`config.mk`:
```
export PLATFORM = sky130hd
export DESIGN_NAME = pixel_result_arbiter
export DESIGN_NICKNAME = d
export VERILOG_FILES = /design/src/rtl/pixel_result_arbiter.sv
export SDC_FILE = /design/constraint.sdc
export NUM_CORES = 1
export LEC_CHECK = 0
export BUFFER_PORTS_ARGS = -buffer_cell sky130_fd_sc_hd__buf_2
export CORE_ASPECT_RATIO = 1.75
export CORE_MARGIN = 2
export CORE_UTILIZATION = 53
export DETAILED_ROUTE_END_ITERATION = 16
export PLACE_DENSITY = 0.86
export SLEW_MARGIN = 0
export SYNTH_ARGS = -nofsm -noshare
export SYNTH_HDL_FRONTEND = slang
export SYNTH_SLANG_ARGS = --single-unit
export TNS_END_PERCENT = 30
```
`constraint.sdc`:
```
create_clock -name clk -period 7.7 [get_ports clk]
set_input_delay 0.77 -clock clk [delete_from_list [all_inputs] [get_ports clk]]
set_output_delay 0.77 -clock clk [all_outputs]
set_load 0.01 [all_outputs]
```
`src/rtl/pixel_result_arbiter.sv`:
```
`default_nettype none
// ============================================================================
//  Module      : pixel_result_arbiter
//  Description : Round-robin arbiter that collects finished pixel results
//                from NUM_PROC Mandelbrot engines, converts (x, y) to a
//                linear frame-buffer address and performs a ready-gated
//                write. Counts stored pixels and pulses frame_done once per
//                complete H_RES x V_RES frame.
//  Revision    : 1.0  initial release
// ============================================================================
module pixel_result_arbiter #(
    parameter int NUM_PROC   = 4,
    parameter int ITER_WIDTH = 8,
    parameter int H_RES      = 640,
    parameter int V_RES      = 480
) (
    input  logic                             clk,
    input  logic                             reset,
    input  logic [NUM_PROC-1:0]              eng_valid,
    input  logic [NUM_PROC*(19+ITER_WIDTH)-1:0] eng_data,
    output logic [NUM_PROC-1:0]              eng_ack,
    input  logic                             clr,
    input  logic                             wr_ready,
    output logic                             wr_en,
    output logic [18:0]                      wr_addr,
    output logic [ITER_WIDTH-1:0]            wr_data,
    output logic                             busy,
    output logic                             frame_done
);

    localparam int          SLICE_W    = 19 + ITER_WIDTH;
    localparam int          PTR_W      = (NUM_PROC > 1) ? $clog2(NUM_PROC) : 1;
    localparam logic [18:0] LAST_PIXEL = 19'(H_RES * V_RES - 1);
    localparam logic [18:0] H_RES_W    = 19'(H_RES);

    typedef enum logic [0:0] {
        IDLE  = 1'b0,
        WRITE = 1'b1
    } state_t;

    state_t                 state;
    state_t                 state_next;

    logic [PTR_W-1:0]       rr_ptr;
    logic [PTR_W-1:0]       grant_idx;
    logic [PTR_W-1:0]       grant_sel;
    logic [PTR_W-1:0]       scan_idx;
    logic [PTR_W-1:0]       next_ptr;
    logic [NUM_PROC-1:0]    grant_onehot;
    logic                   grant_found;
    logic [18:0]            pixel_count;
    logic                   clr_pend;
    logic                   do_grant;
    logic                   write_done;
    logic                   restart;

    logic [SLICE_W-1:0]     sel_slice;
    logic [9:0]             sel_x;
    logic [8:0]             sel_y;
    logic [ITER_WIDTH-1:0]  sel_iter;
    logic [18:0]            sel_addr;

    // Rotating-priority search: first valid engine at or after rr_ptr.
    always_comb begin
        grant_found  = 1'b0;
        grant_sel    = rr_ptr;
        grant_onehot = '0;
        scan_idx     = rr_ptr;
        for (int k = 0; k < NUM_PROC; k++) begin
            scan_idx = PTR_W'((int'(rr_ptr) + k) % NUM_PROC);
            if (!grant_found && eng_valid[scan_idx]) begin
                grant_found            = 1'b1;
                grant_sel              = scan_idx;
                grant_onehot[scan_idx] = 1'b1;
            end
        end
    end

    // Unpack the winning slice {x, y, iter}; y*H_RES is a constant multiply
    // (for 640 this reduces to (y<<9)+(y<<7)), result kept to 19 bits.
    assign sel_slice = eng_data[grant_sel*SLICE_W +: SLICE_W];
    assign sel_iter  = sel_slice[ITER_WIDTH-1:0];
    assign sel_y     = sel_slice[ITER_WIDTH +: 9];
    assign sel_x     = sel_slice[ITER_WIDTH+9 +: 10];
    assign sel_addr  = 19'(sel_y) * H_RES_W + 19'(sel_x);

    // Priority moves to the engine after the one just served.
    assign next_ptr  = (int'(grant_idx) == NUM_PROC - 1) ? '0 : grant_idx + 1'b1;

    // A clear seen now or earlier in this write restarts the frame at completion.
    assign restart   = clr | clr_pend;
    assign busy      = (state == WRITE);

    // State register.
    always_ff @(posedge clk or negedge reset) begin
        if (!reset) begin
            state <= IDLE;
        end else begin
            state <= state_next;
        end
    end

    // Next-state decode; a clr in IDLE blocks the grant for that cycle.
    always_comb begin
        state_next = state;
        do_grant   = 1'b0;
        write_done = 1'b0;
        unique case (state)
            IDLE: begin
                if (!clr && grant_found) begin
                    do_grant   = 1'b1;
                    state_next = WRITE;
                end
            end
            WRITE: begin
                if (wr_en && wr_ready) begin
                    write_done = 1'b1;
                    state_next = IDLE;
                end
            end
            default: state_next = IDLE;
        endcase
    end

    // Grant capture, write hold, pixel counting and frame restart.
    always_ff @(posedge clk or negedge reset) begin
        if (!reset) begin
            rr_ptr      <= '0;
            grant_idx   <= '0;
            pixel_count <= '0;
            clr_pend    <= 1'b0;
            eng_ack     <= '0;
            wr_en       <= 1'b0;
            wr_addr     <= '0;
            wr_data     <= '0;
            frame_done  <= 1'b0;
        end else begin
            eng_ack    <= '0;
            frame_done <= 1'b0;

            if (do_grant) begin
                eng_ack   <= grant_onehot;
                grant_idx <= grant_sel;
                wr_en     <= 1'b1;
                wr_addr   <= sel_addr;
                wr_data   <= sel_iter;
            end

            if (state == IDLE && clr) begin
                pixel_count <= '0;
                rr_ptr      <= '0;
            end

            if (state == WRITE && clr) begin
                clr_pend <= 1'b1;
            end

            if (write_done) begin
                wr_en   <= 1'b0;
                wr_addr <= '0;
                wr_data <= '0;
                if (restart) begin
                    pixel_count <= '0;
                    rr_ptr      <= '0;
                    clr_pend    <= 1'b0;
                end else begin
                    rr_ptr <= next_ptr;
                    if (pixel_count == LAST_PIXEL) begin
                        pixel_count <= '0;
                        frame_done  <= 1'b1;
                    end else begin
                        pixel_count <= pixel_count + 1'b1;
                    end
                end
            end
        end
    end

endmodule
`default_nettype wire

```
## Yosys cells after proc, flatten, opt, wreduce, memory -nomap -nowiden

Cells that the tools add are included.

| cells by class | value |
|---|---|
| order comparisons | 8 |
| add/subtract/negate cells | 6 |
| bitwise logic cells | 5 |
| eq/ne operators | 2 |
| muxes and demuxes | 54 |
| reduce and logical (&&, ||, !) cells | 17 |
| $mul | 2 |
| shift operators | 1 |

Operators by type and width:

| cell | count |
|---|---|
| $mux W19 | 6 |
| $shiftx A108 B8 Y27 | 1 |
| $mux W1 | 25 |
| $mux W4 | 5 |
| $add A19 B1 Y19 const B | 1 |
| $add A19 B10 Y19 | 1 |
| $eq A19 B19 Y1 const B | 1 |
| $mux W8 | 2 |
| $mux W2 | 7 |
| $lt A2 B3 Y1 const B | 4 |
| $mul A9 B3 Y12 const B | 1 |
| $or A4 B4 Y4 | 3 |
| $logic_and A1 B1 Y1 | 11 |
| $bmux W1 S2 | 4 |
| $demux W1 S2 | 4 |
| $ge A2 B1 Y1 const B | 4 |
| $mul A2 B5 Y7 const B | 1 |
| $add A2 B1 Y2 const B | 2 |
| $add A2 B2 Y2 const B | 2 |
| $logic_not A1 Y1 | 4 |
| $reduce_bool A2 Y1 | 2 |
| $eq A2 B1 Y1 const B | 1 |
| $pmux W1 S2 | 1 |
| $not A1 Y1 | 1 |
| $or A1 B1 Y1 | 1 |

| storage, ports and cells | value |
|---|---|
| bits in registers | 58 |
| output and inout port bits | 34 |
| logic and storage cells | 105 |
| input bits | 116 |

## Logic depth before layout (Yosys ltp)

Gate-level depths: netlist of the first run.

| logic depth | value |
|---|---|
| depth in word-level cells | 18 |
| mapped depth | 25 |
| depth with buffers taken out | 19 |

## Worst setup path before layout of the first run

OpenSTA, ideal clock, no wires.

| timing | value |
|---|---|
| path type | register to register |
| from | reg rr_ptr[0] |
| to | reg wr_addr[18] |
| data required time | 7.613 ns |
| clock period less this slack | 6.254 ns |
| cell stages (with the launch flop) | 26 |
| arrival | 6.168 ns |
| setup slack | 1.446 ns |
| library setup time | 0.087 ns |
| path buffers | 8 |
| cell sequence | dfrtp_1 buf_6 clkbuf_1 inv_1 ha_1 clkbuf_1 mux4_2 buf_6 nor2b_4 or4_4 o21a_1 buf_6 buf_6 buf_2 buf_2 a31oi_1 ha_1 ha_1 fa_1 nand3_1 o21ai_0 nor4b_1 nand3_1 nor2_1 nand3_1 o211ai_1 |

| on the way | value |
|---|---|
| cells in the longest elaborated chain, start to end | 18 |
| elaborated cells between the ends (all ways) | 34 |
| those cells by class | add/sub (4); mul (2); shift (1); mux (19); reduce/logical (8) |

Ends and longest elaborated chain:

| element | RTL line | RTL |
|---|---|---|
| start, declared | 44 | `logic [PTR_W-1:0] rr_ptr;` |
| start signal, assigned | 167 | `rr_ptr <= next_ptr;` |
| branches (longest 18 deep; another with $mul A2 B5 Y7) | - |  |
| end signal, assigned | 145 | `wr_addr <= sel_addr;` |
| end, declared | 25 | `output logic [18:0] wr_addr,` |

Parallel ways; which one is timed is not known. The select of a mux whose other input is x is not followed.
A chain may end at the register's enable or synchronous reset.

## Final worst setup path of the first run

Same ends and word-level chain as after synthesis.

==> results of run 1 <==
-- cell families (layout without fill, tap and decap cells) --
| group | count (synthesis) | count (layout) | synth area share [%] |
|---|---|---|---|
| AO/OA/AOI/OAI | 171 | 171 | 24.5 |
| multiplexers | 8 | 8 | 2.64 |
| buffers and inverters | 51 | 181 | 4.73 |
| XOR/XNOR | 31 | 31 | 5.67 |
| adder cells (fa/ha/maj) | 25 | 25 | 6.85 |
| flip-flops | 58 | 58 | 30.3 |
| AND/OR/NAND/NOR | 233 | 233 | 25.2 |
-- placed cells by master, fill, tap and decap left out, types with 5 or more instances in the layout --
cell type  instances
nand3_1           47
and3_1             9
buf_2            149
nor3b_1            5
clkbuf_16          9
inv_1             11
a211oi_1          40
nor3_1            13
buf_4              5
nand4_1            7
a21oi_1           17
nor2b_1           34
and2_1            11
a221oi_1           5
nand2_1           53
o21ai_0           31
nor2_1            31
xor2_1            15
o31ai_1           25
ha_1              23
a31oi_1           15
or3_1              6
dfrtp_1           58
xnor2_1           16
-- synthesized netlist by cell type (all sizes together) (5+ instances only) --
cell type	number
nand4	7
nand2	53
a21oi	17
nand3	47
a31oi	16
and3	9
dfrtp	58
or3	7
xnor2	16
nor2	31
o31ai	25
buf	8
a221oi	5
nor3	13
nor3b	5
clkbuf	32
xor2	15
ha	23
o21ai	31
nor2b	35
and2	11
inv	11
a211oi	40
-- per-stage QoR --
stage	hold WS [ps]	cell area, um^2	setup slack (ps)	utilization, %	cells
6_report	486	5890	721	67.5	824
5_1_grt	499	5890	289	67.5	824
4_1_cts	487	5890	851	67.5	824
3_5_place_dp	475	5550	979	63.6	808
3_3_place_gp	469	5550	1270	63.6	808
2_1_floorplan	446	4790	1450	-	577
-- how the worst max path moves through the flow --
stage | end | cells after the start | slack, ps | startpoint
after detailed placement | wr_addr[18] | 19 | 980 | rr_ptr[0]
after global placement | wr_addr[18] | 19 | 1270 | rr_ptr[0]
after global routing | wr_addr[18] | 19 | 290 | rr_ptr[0]
final | wr_addr[18] | 19 | 720 | rr_ptr[0]
after CTS | wr_addr[18] | 19 | 850 | rr_ptr[0]
after floorplan | wr_addr[18] | 25 | 1450 | rr_ptr[0]
-- power by group through the flow --
stage / Sequential, mW / Combinational, mW / Clock, mW
6_report: 0.456 / 1.88 / 0.446
5_1_grt: 0.466 / 2.08 / 0.461
4_1_cts: 0.455 / 1.86 / 0.447
3_5_place_dp: 0.458 / 1.83 / 0
3_3_place_gp: 0.454 / 1.77 / 0
2_1_floorplan: 0.473 / 1.41 / 0
-- sequential cells by signal, indices dropped and copies added (netlist names) --
name and flops:
clr_pend 1, eng_ack 4, frame_done 1, busy 1
grant_idx 2, wr_data 8, wr_en 1, wr_addr 19
pixel_count 19, rr_ptr 2
-- area by class of cell --
| class | instances | share of cell area [%] |
|---|---|---|
| clock buffers | 12 | 4.53 |
| clock inverters | 4 | 1.23 |
| inverters | 11 | 0.701 |
| multi-input cells | 468 | 53.1 |
| flip-flops and latches | 58 | 24.6 |
| well taps | 117 | 2.49 |
| repair buffers | 154 | 13.3 |
-- worst max-delay path, stage by stage, from the launching register on --
cell and delay (ps):
dfrtp_1 840, inv_1 270, ha_1 470, and3b_1 210, o211a_1 300, nor3_1 410
a31o_2 850, and2_1 230, a211oi_1 50, a31oi_1 340, ha_1 310, ha_1 240
fa_1 580, nand3_1 100, o21ai_0 250, nor4b_1 620, a31oi_1 180, o21ai_0 320
nand4_1 170, o211ai_1 160
-- metal layers --
layer / up-vias / track usage [%] / wire (um)
met4: 0 / 12.1 / 452
li1: 2395 / - / -
met5: - / 0 / 0
met1: 2392 / 33.5 / 5240
met2: 198 / 48.8 / 7350
met3: 41 / 4.94 / 641
==> flow_metrics.py, run 1 <==
metrics = {
    "setup_path": {
        "reg2reg_depth": 19,
        "r2r_slack_ps": 720,
        "startpoint_type": "flip-flop",
        "worstPathArrival_ps": 7220,
        "r2r_end": "wr_addr[18]",
        "worstPathRequired_ps": 7950,
        "path_max_fanout": 48,
        "critPathCaptureType": "flip-flop",
        "r2r-start": "rr_ptr[0]",
        "critPathKind": "reg2reg",
    },
    "run_status": {
        "status": "completed",
    },
    "die": {
        "row_count": 45,
        "io_pins": 150,
        "dieWidth_um": 75.8,
        "die_y_um": 130,
        "core_um2": 8730,
        "dieArea_um2": 9840,
        "initial_core_util_pct": 54.9,
    },
    "clock_tree": {
        "root_buffer": "clkbuf_16",
        "clkTransAtPathRegs_ps": 50,
        "insertion_delay_ps": 330,
        "clock_sinks": 58,
        "cts_tree": "done",
        "cts_buffers": 9,
        "htree_levels": 3,
        "clock_path_buffers": 2,
        "post-cts-setup-buffers": 0,
        "cts_resized": 0,
        "postCtsHoldBufs": 0,
    },
    "synth": {
        "yosys.area.top_type": "dfrtp_1",
        "ys_types": 55,
        "synth_nets": 718,
        "syn_avg_cell_area_um2": 8.30,
        "ys_seq_area_share_pct": 30.3,
        "synth_top_flop_cell": "dfrtp_1",
        "ys_async_sr_fraction_pct": 100,
        "synth_top_area_share_pct": 30.3,
        "ys_ff_latch": 58,
        "syn_area_um2": 4790,
        "yosysWarnings": 0,
        "netlist_top_cells_area": "dfrtp_1, a211oi_1, ha_1",
        "syn_inst": 577,
        "synth_edf_count": 0,
    },
    "power": {
        "vdd_drop_max_v": 0.000470,
        "power.leakage_nw": 2.69,
        "p_total_mw": 2.78,
        "switchingPower_mw": 1.34,
        "power.internal_mw": 1.44,
        "clkPwrFrac_pct": 16.1,
        "comb_power_share_pct": 67.5,
        "p_per_area_nw_per_um2": 472,
        "pwr-share-seq_pct": 16.4,
        "switching_share_pct": 48.2,
    },
    "cells_and_area": {
        "regArea_um2": 1450,
        "multiInputGateArea_um2": 3130,
        "area_growth_pct": 23.0,
        "num_antenna_cells": 0,
        "drive_above_1_share_pct": 26.2,
        "nNetsFinal": 843,
        "n_fill_cell": 718,
    },
    "hold_path": {
        "min_path_cells": 1,
        "holdPathEnd": "pixel_count[6]",
        "min-delay-path-class": "reg2reg",
        "hold_path.startpoint": "pixel_count[6]",
    },
    "route": {
        "via_per_inst": 6.10,
        "drc": 0,
        "drt_first_pass_iters": 5,
        "vias": 5026,
        "drtIter0Drc": 378,
        "detail_route.wirelength_mm": 13.7,
        "wl_per_cell_um": 16.6,
        "ant_nets": 0,
    },
    "placement": {
        "numPortBuffers": 149,
        "dp_hpwl_mm": 10.1,
        "gp_congestion": 0.989,
    },
    "global_routing": {
        "antenna_found_initial": 0,
        "track_usage_pct": 28.3,
        "overflow": 0,
        "grt_pass1_vias": 4740,
        "grt_pass1_wl_mm": 21.6,
        "grt_start_max_net_pins": 66,
    },
    "sta": {
        "hold_viol": 0,
        "clock.fmax_mhz": 143,
        "slew_headroom_pct": 23.3,
        "worst_pin_slew_ps": 1140,
        "final.setup.tns_ps": 0,
        "min_period_ps": 6980,
        "skew_ps": 6.94,
        "period_share_pct": 90.6,
        "finalSetupViolCount": 0,
        "report.final.slew_viol_count": 0,
        "grt_setup_unrepaired": "no",
    },
    "job": {
        "maxCapViolCount": 0,
    },
}
Power figures use the tool's default switching activity.
==> inputs of run 2 (changes only) <==
--- a/config.mk
+++ b/config.mk
@@ -8,9 +8,9 @@
 export BUFFER_PORTS_ARGS = -buffer_cell sky130_fd_sc_hd__buf_2
 export CORE_ASPECT_RATIO = 1.75
 export CORE_MARGIN = 2
-export CORE_UTILIZATION = 53
+export CORE_UTILIZATION = 50
 export DETAILED_ROUTE_END_ITERATION = 16
-export PLACE_DENSITY = 0.86
+export PLACE_DENSITY = 0.82
 export SLEW_MARGIN = 0
 export SYNTH_ARGS = -nofsm -noshare
 export SYNTH_HDL_FRONTEND = slang
==> constraint.sdc (replaced) <==
create_clock -name clk -period 6.87 [get_ports clk]
set_input_delay 0.687 -clock clk [delete_from_list [all_inputs] [get_ports clk]]
set_output_delay 0.687 -clock clk [all_outputs]
set_load 0.01 [all_outputs]
==> run 2 against run 1 <==
Routed wire length shrank 0.64%. Hold slack is essentially flat. First-iteration DRC count shrank 26%. Register-to-register slack is essentially flat. Non-clock buffer count grew 5. Critical endpoint unchanged. Largest power group unchanged.
==> flow_metrics.py, run 2 (synthesized netlist as in run 1, its figures left out) <==
metrics = {
    "sta": {
        "whs_ps": 487,
        "clock.fmax_mhz": 163,
        "period_share_pct": 89.3,
        "hold_viol": 0,
        "report.final.slew_viol_count": 0,
        "min_period_ps": 6140,
        "skew_ps": 9.54,
        "worst_slack_ps": 733,
        "grt_setup_unrepaired": "no",
        "final.setup.tns_ps": 0,
        "worst_pin_slew_ps": 1100,
        "finalSetupViolCount": 0,
        "slew_headroom_pct": 26.1,
    },
    "placement": {
        "gp_congestion": 0.947,
        "dp_cells": 818,
        "dp_hpwl_mm": 10.2,
        "placed_cell_area_um2": 5590,
        "numPortBuffers": 149,
        "post-place-ws_ps": 791,
    },
    "power": {
        "vdd_drop_max_v": 0.000423,
        "power.leakage_nw": 2.71,
        "p_per_area_nw_per_um2": 536,
    },
    "cells_and_area": {
        "nNetsFinal": 848,
        "final_common_cell": "buf_2",
        "fin_area_um2": 5910,
        "area_growth_pct": 23.5,
        "reg.largest.list": "pixel_count x19, wr_addr x19, wr_data x8",
        "num_antenna_cells": 0,
        "drive_above_1_share_pct": 26.7,
        "finalNonFillerCells": 834,
        "layout_common_cells": "buf_2, dfrtp_1, nand2_1, nand3_1, a211oi_1",
    },
    "route": {
        "wl_per_cell_um": 16.3,
        "drtIter0Drc": 278,
        "drt_first_pass_iters": 5,
        "vias": 4956,
        "ant_nets": 0,
        "drc": 0,
        "detail_route.wirelength_mm": 13.6,
        "via_per_inst": 5.94,
    },
    "run_status": {
        "status": "completed",
    },
    "hold_path": {
        "holdPathEnd": "wr_addr[13]",
        "min_path_cells": 2,
        "hold_path.startpoint": "wr_addr[13]",
        "min-delay-path-class": "reg2reg",
    },
    "clock_tree": {
        "root_buffer": "clkbuf_16",
        "cts_buffers": 9,
        "clock_sinks": 58,
        "clock_path_buffers": 2,
        "insertion_delay_ps": 330,
        "htree_levels": 3,
        "cts_tree": "done",
        "post-cts-setup-buffers": 0,
        "postCtsHoldBufs": 0,
        "clkTransAtPathRegs_ps": 50,
        "cts_resized": 0,
    },
    "setup_path": {
        "r2r-start": "rr_ptr[1]",
        "r2r_slack_ps": 730,
        "worstPathRequired_ps": 7110,
        "critPathLaunch": "rr_ptr[1]",
        "reg2reg_depth": 20,
        "r2r_end": "wr_addr[18]",
        "startpoint_type": "flip-flop",
        "worstPathArrival_ps": 6380,
        "critPathKind": "reg2reg",
        "critPathCaptureType": "flip-flop",
        "path_max_fanout": 36,
    },
    "die": {
        "io_pins": 150,
        "row_count": 47,
        "dieWidth_um": 78.0,
        "core_um2": 9410,
        "die_y_um": 133,
        "dieArea_um2": 10400,
        "initial_core_util_pct": 50.9,
    },
    "global_routing": {
        "overflow": 0,
        "grt_pass1_wl_mm": 21.9,
        "grt_pass1_vias": 4769,
        "grt_start_max_net_pins": 59,
        "antenna_found_initial": 0,
        "track_usage_pct": 26.1,
    },
    "job": {
        "maxCapViolCount": 0,
    },
}
==> run 2: cell count changes in the layout (fill, tap and decap cells not counted) <==
cell,delta
buf_4,+5
clkbuf_8,-3
clkinv_2,+1
clkinv_4,+1
clkinvlp_4,+1
==> run 2: worst max-delay path by stage <==
stage	cells past startpoint	slack [ps]	end
2_1_floorplan	25	620	wr_addr[18]
3_3_place_gp	18	910	wr_addr[18]
3_5_place_dp	18	790	wr_addr[18]
4_1_cts	20	760	wr_addr[18]
5_1_grt	20	160	wr_addr[18]
6_report	20	730	wr_addr[18]
==> run 2: metrics by stage <==
| step | utilization, % | power [mW] |
|---|---|---|
| after floorplan | - | 2.11 |
| after global placement | 59.4 | 2.61 |
| after detailed placement | 59.4 | 2.67 |
| after CTS | 62.8 | 3.16 |
| after global routing | 62.8 | 3.43 |
| final | 62.8 | 3.17 |
==> run 2: power breakdown <==
part / internal [mW] / total (mW) / switching (mW) / leakage (nW)
combinational: 0.867 / 2.20 / 1.33 / 1.79
clock: 0.316 / 0.477 / 0.161 / 0.151
sequential: 0.437 / 0.492 / 0.0546 / 0.768
==> run 2: cell type report <==
cell class | instances | area [um^2]
fillers | 834 | 3500
multi-input cells | 468 | 3130
flip-flops and latches | 58 | 1450
repair buffers | 159 | 821
clock buffers | 9 | 225
well taps | 122 | 153
clock inverters | 7 | 93.8
inverters | 11 | 41.3
==> run 2: layer usage <==
layer / track usage [%] / vias to the layer above / routed length (um)
met1: 30.1 / 2336 / 5090
met5: 0 / - / 0
li1: - / 2406 / -
met2: 46.0 / 178 / 7290
met3: 5.01 / 36 / 791
met4: 11.9 / 0 / 423
==> run 2: worst max-delay path, cell delays in order (launching register included) <==
cell and delay, ps:
dfrtp_1 360, buf_4 170, inv_1 140, ha_1 340, and3b_1 200, o211a_1 300
nor3_1 420, a31o_2 700, and2_1 220, a211oi_1 50, a31oi_1 350, ha_1 310
ha_1 230, fa_1 570, nand3_1 80, o21ai_0 240, nor4b_1 620, nand3_1 240
nor2_1 170, nand3_1 100, o211ai_1 230
==> inputs of run 3 (changes only) <==
--- a/config.mk
+++ b/config.mk
@@ -11,6 +11,7 @@
 export CORE_UTILIZATION = 50
 export DETAILED_ROUTE_END_ITERATION = 16
 export PLACE_DENSITY = 0.82
+export REMOVE_ABC_BUFFERS = 1
 export SLEW_MARGIN = 0
 export SYNTH_ARGS = -nofsm -noshare
 export SYNTH_HDL_FRONTEND = slang
==> run 3 against run 2 <==
Flip-flop and latch count did not move. Non-clock buffer count fell by 1. Cell count fell by 0.12%. Clock skew fell by 3.1 ps. Hold slack got worse by 0.80 ps. Critical path depth fell by 2. Count of clock-buffer cells in the layout rose by 4. Clock power rose by 7.8%. Register-to-register slack got worse by 150 ps. Critical path type unchanged. Critical endpoint unchanged. Highest routed layer unchanged.
==> flow_metrics.py, run 3 (synthesized netlist as in run 1, its figures left out) <==
metrics = {
    "run_status": {
        "status": "completed",
    },
    "power": {
        "vdd_drop_max_v": 0.000437,
        "p_per_area_nw_per_um2": 532,
        "power.leakage_nw": 2.72,
        "p_total_mw": 3.16,
    },
    "cells_and_area": {
        "reg.largest.list": "pixel_count x19, wr_addr x19, wr_data x8",
        "area_growth_pct": 24.0,
        "drive_above_1_share_pct": 26.6,
        "nNetsFinal": 847,
        "final_common_cell": "buf_2",
        "n_fill_cell": 847,
        "layout_common_cells": "buf_2, dfrtp_1, nand2_1, nand3_1, a211oi_1",
        "final_core_util_pct": 63.1,
        "num_antenna_cells": 0,
    },
    "setup_path": {
        "r2r-start": "rr_ptr[1]",
        "path_max_fanout": 36,
        "critPathKind": "reg2reg",
        "critPathLaunch": "rr_ptr[1]",
        "startpoint_type": "flip-flop",
        "critPathCaptureType": "flip-flop",
        "worstPathRequired_ps": 7110,
        "worstPathArrival_ps": 6530,
    },
    "sta": {
        "clock.fmax_mhz": 159,
        "skew_ps": 6.42,
        "period_share_pct": 91.5,
        "whs_ps": 486,
        "hold_viol": 0,
        "final.setup.tns_ps": 0,
        "min_period_ps": 6280,
        "report.final.slew_viol_count": 0,
        "finalSetupViolCount": 0,
        "worst_pin_slew_ps": 1020,
        "slew_headroom_pct": 31.6,
        "worst_slack_ps": 587,
        "grt_setup_unrepaired": "no",
    },
    "clock_tree": {
        "root_buffer": "clkbuf_16",
        "clock_sinks": 58,
        "post-cts-setup-buffers": 0,
        "htree_levels": 3,
        "postCtsHoldBufs": 0,
        "clkTransAtPathRegs_ps": 50,
        "clock_path_buffers": 2,
        "cts_resized": 0,
        "insertion_delay_ps": 330,
        "cts_buffers": 9,
        "cts_tree": "done",
    },
    "route": {
        "vias": 4971,
        "ant_nets": 0,
        "drtIter0Drc": 266,
        "detail_route.wirelength_mm": 13.7,
        "wl_per_cell_um": 16.4,
        "via_per_inst": 5.97,
        "drc": 0,
        "drt_first_pass_iters": 4,
    },
    "die": {
        "row_count": 47,
        "dieArea_um2": 10400,
        "initial_core_util_pct": 50.9,
        "core_um2": 9410,
        "dieWidth_um": 78.0,
        "die_y_um": 133,
        "io_pins": 150,
    },
    "global_routing": {
        "grt_pass1_vias": 4893,
        "grt_pass1_wl_mm": 22.5,
        "overflow": 0,
        "antenna_found_initial": 0,
        "grt_start_max_net_pins": 59,
        "track_usage_pct": 26.8,
    },
    "placement": {
        "numPortBuffers": 149,
        "post-place-ws_ps": 650,
        "dp_hpwl_mm": 10.4,
        "gp_congestion": 0.936,
    },
    "job": {
        "maxCapViolCount": 0,
    },
    "hold_path": {
        "min-delay-path-class": "reg2reg",
        "hold_path.startpoint": "pixel_count[6]",
    },
}
run 3: worst max-delay path: stages (launching register included):
cell and delay, ps:
dfrtp_1 530, inv_1 180, ha_1 450, mux4_2 470, nor2b_4 190, or4_4 560
o21a_2 440, a211oi_1 260, a31oi_1 130, ha_1 360, ha_1 230, fa_1 560
nand3_1 90, o21ai_0 310, nor4b_1 720, nand3_1 230, nor2_1 170, nand3_1 80
o211ai_1 210
run 3: routing by layer:
metal	global-route usage, %	share of wire, %
met5	0	0
met4	15.3	4.3
met3	3.18	4.8
met2	48.0	53
met1	30.0	38
run 3: layout make-up:
cell class	count	area [um^2]	share of cell area (%)
multi-input cells	468	3130	52.7
flip-flops and latches	58	1450	24.5
clock inverters	3	68.8	1.16
inverters	11	41.3	0.696
clock buffers	13	280	4.72
well taps	122	153	2.57
repair buffers	158	813	13.7
run 3: power by group:
| part | total (mW) | switching [mW] | internal [mW] |
|---|---|---|---|
| combinational | 2.14 | 1.30 | 0.839 |
| clock | 0.514 | 0.157 | 0.357 |
| sequential | 0.503 | 0.0657 | 0.438 |
| total | 3.16 | 1.52 | 1.63 |
run 3: stage by stage:
step,area (um^2),cells
after floorplan,4600,537
after global placement,5590,817
after detailed placement,5590,817
after CTS,5930,833
after global routing,5930,833
final,5930,833
run 3: final timing paths:
check	end	slack, ps	depth (start not counted)
worst max-delay path	wr_addr[18]	590	18
worst min-delay path	pixel_count[6]	490	1
worst max register to register	wr_addr[18]	590	18
worst min register to register	pixel_count[6]	490	1
max in group asynchronous	pixel_count[15]	5860	2
min in group asynchronous	wr_data[7]	510	2
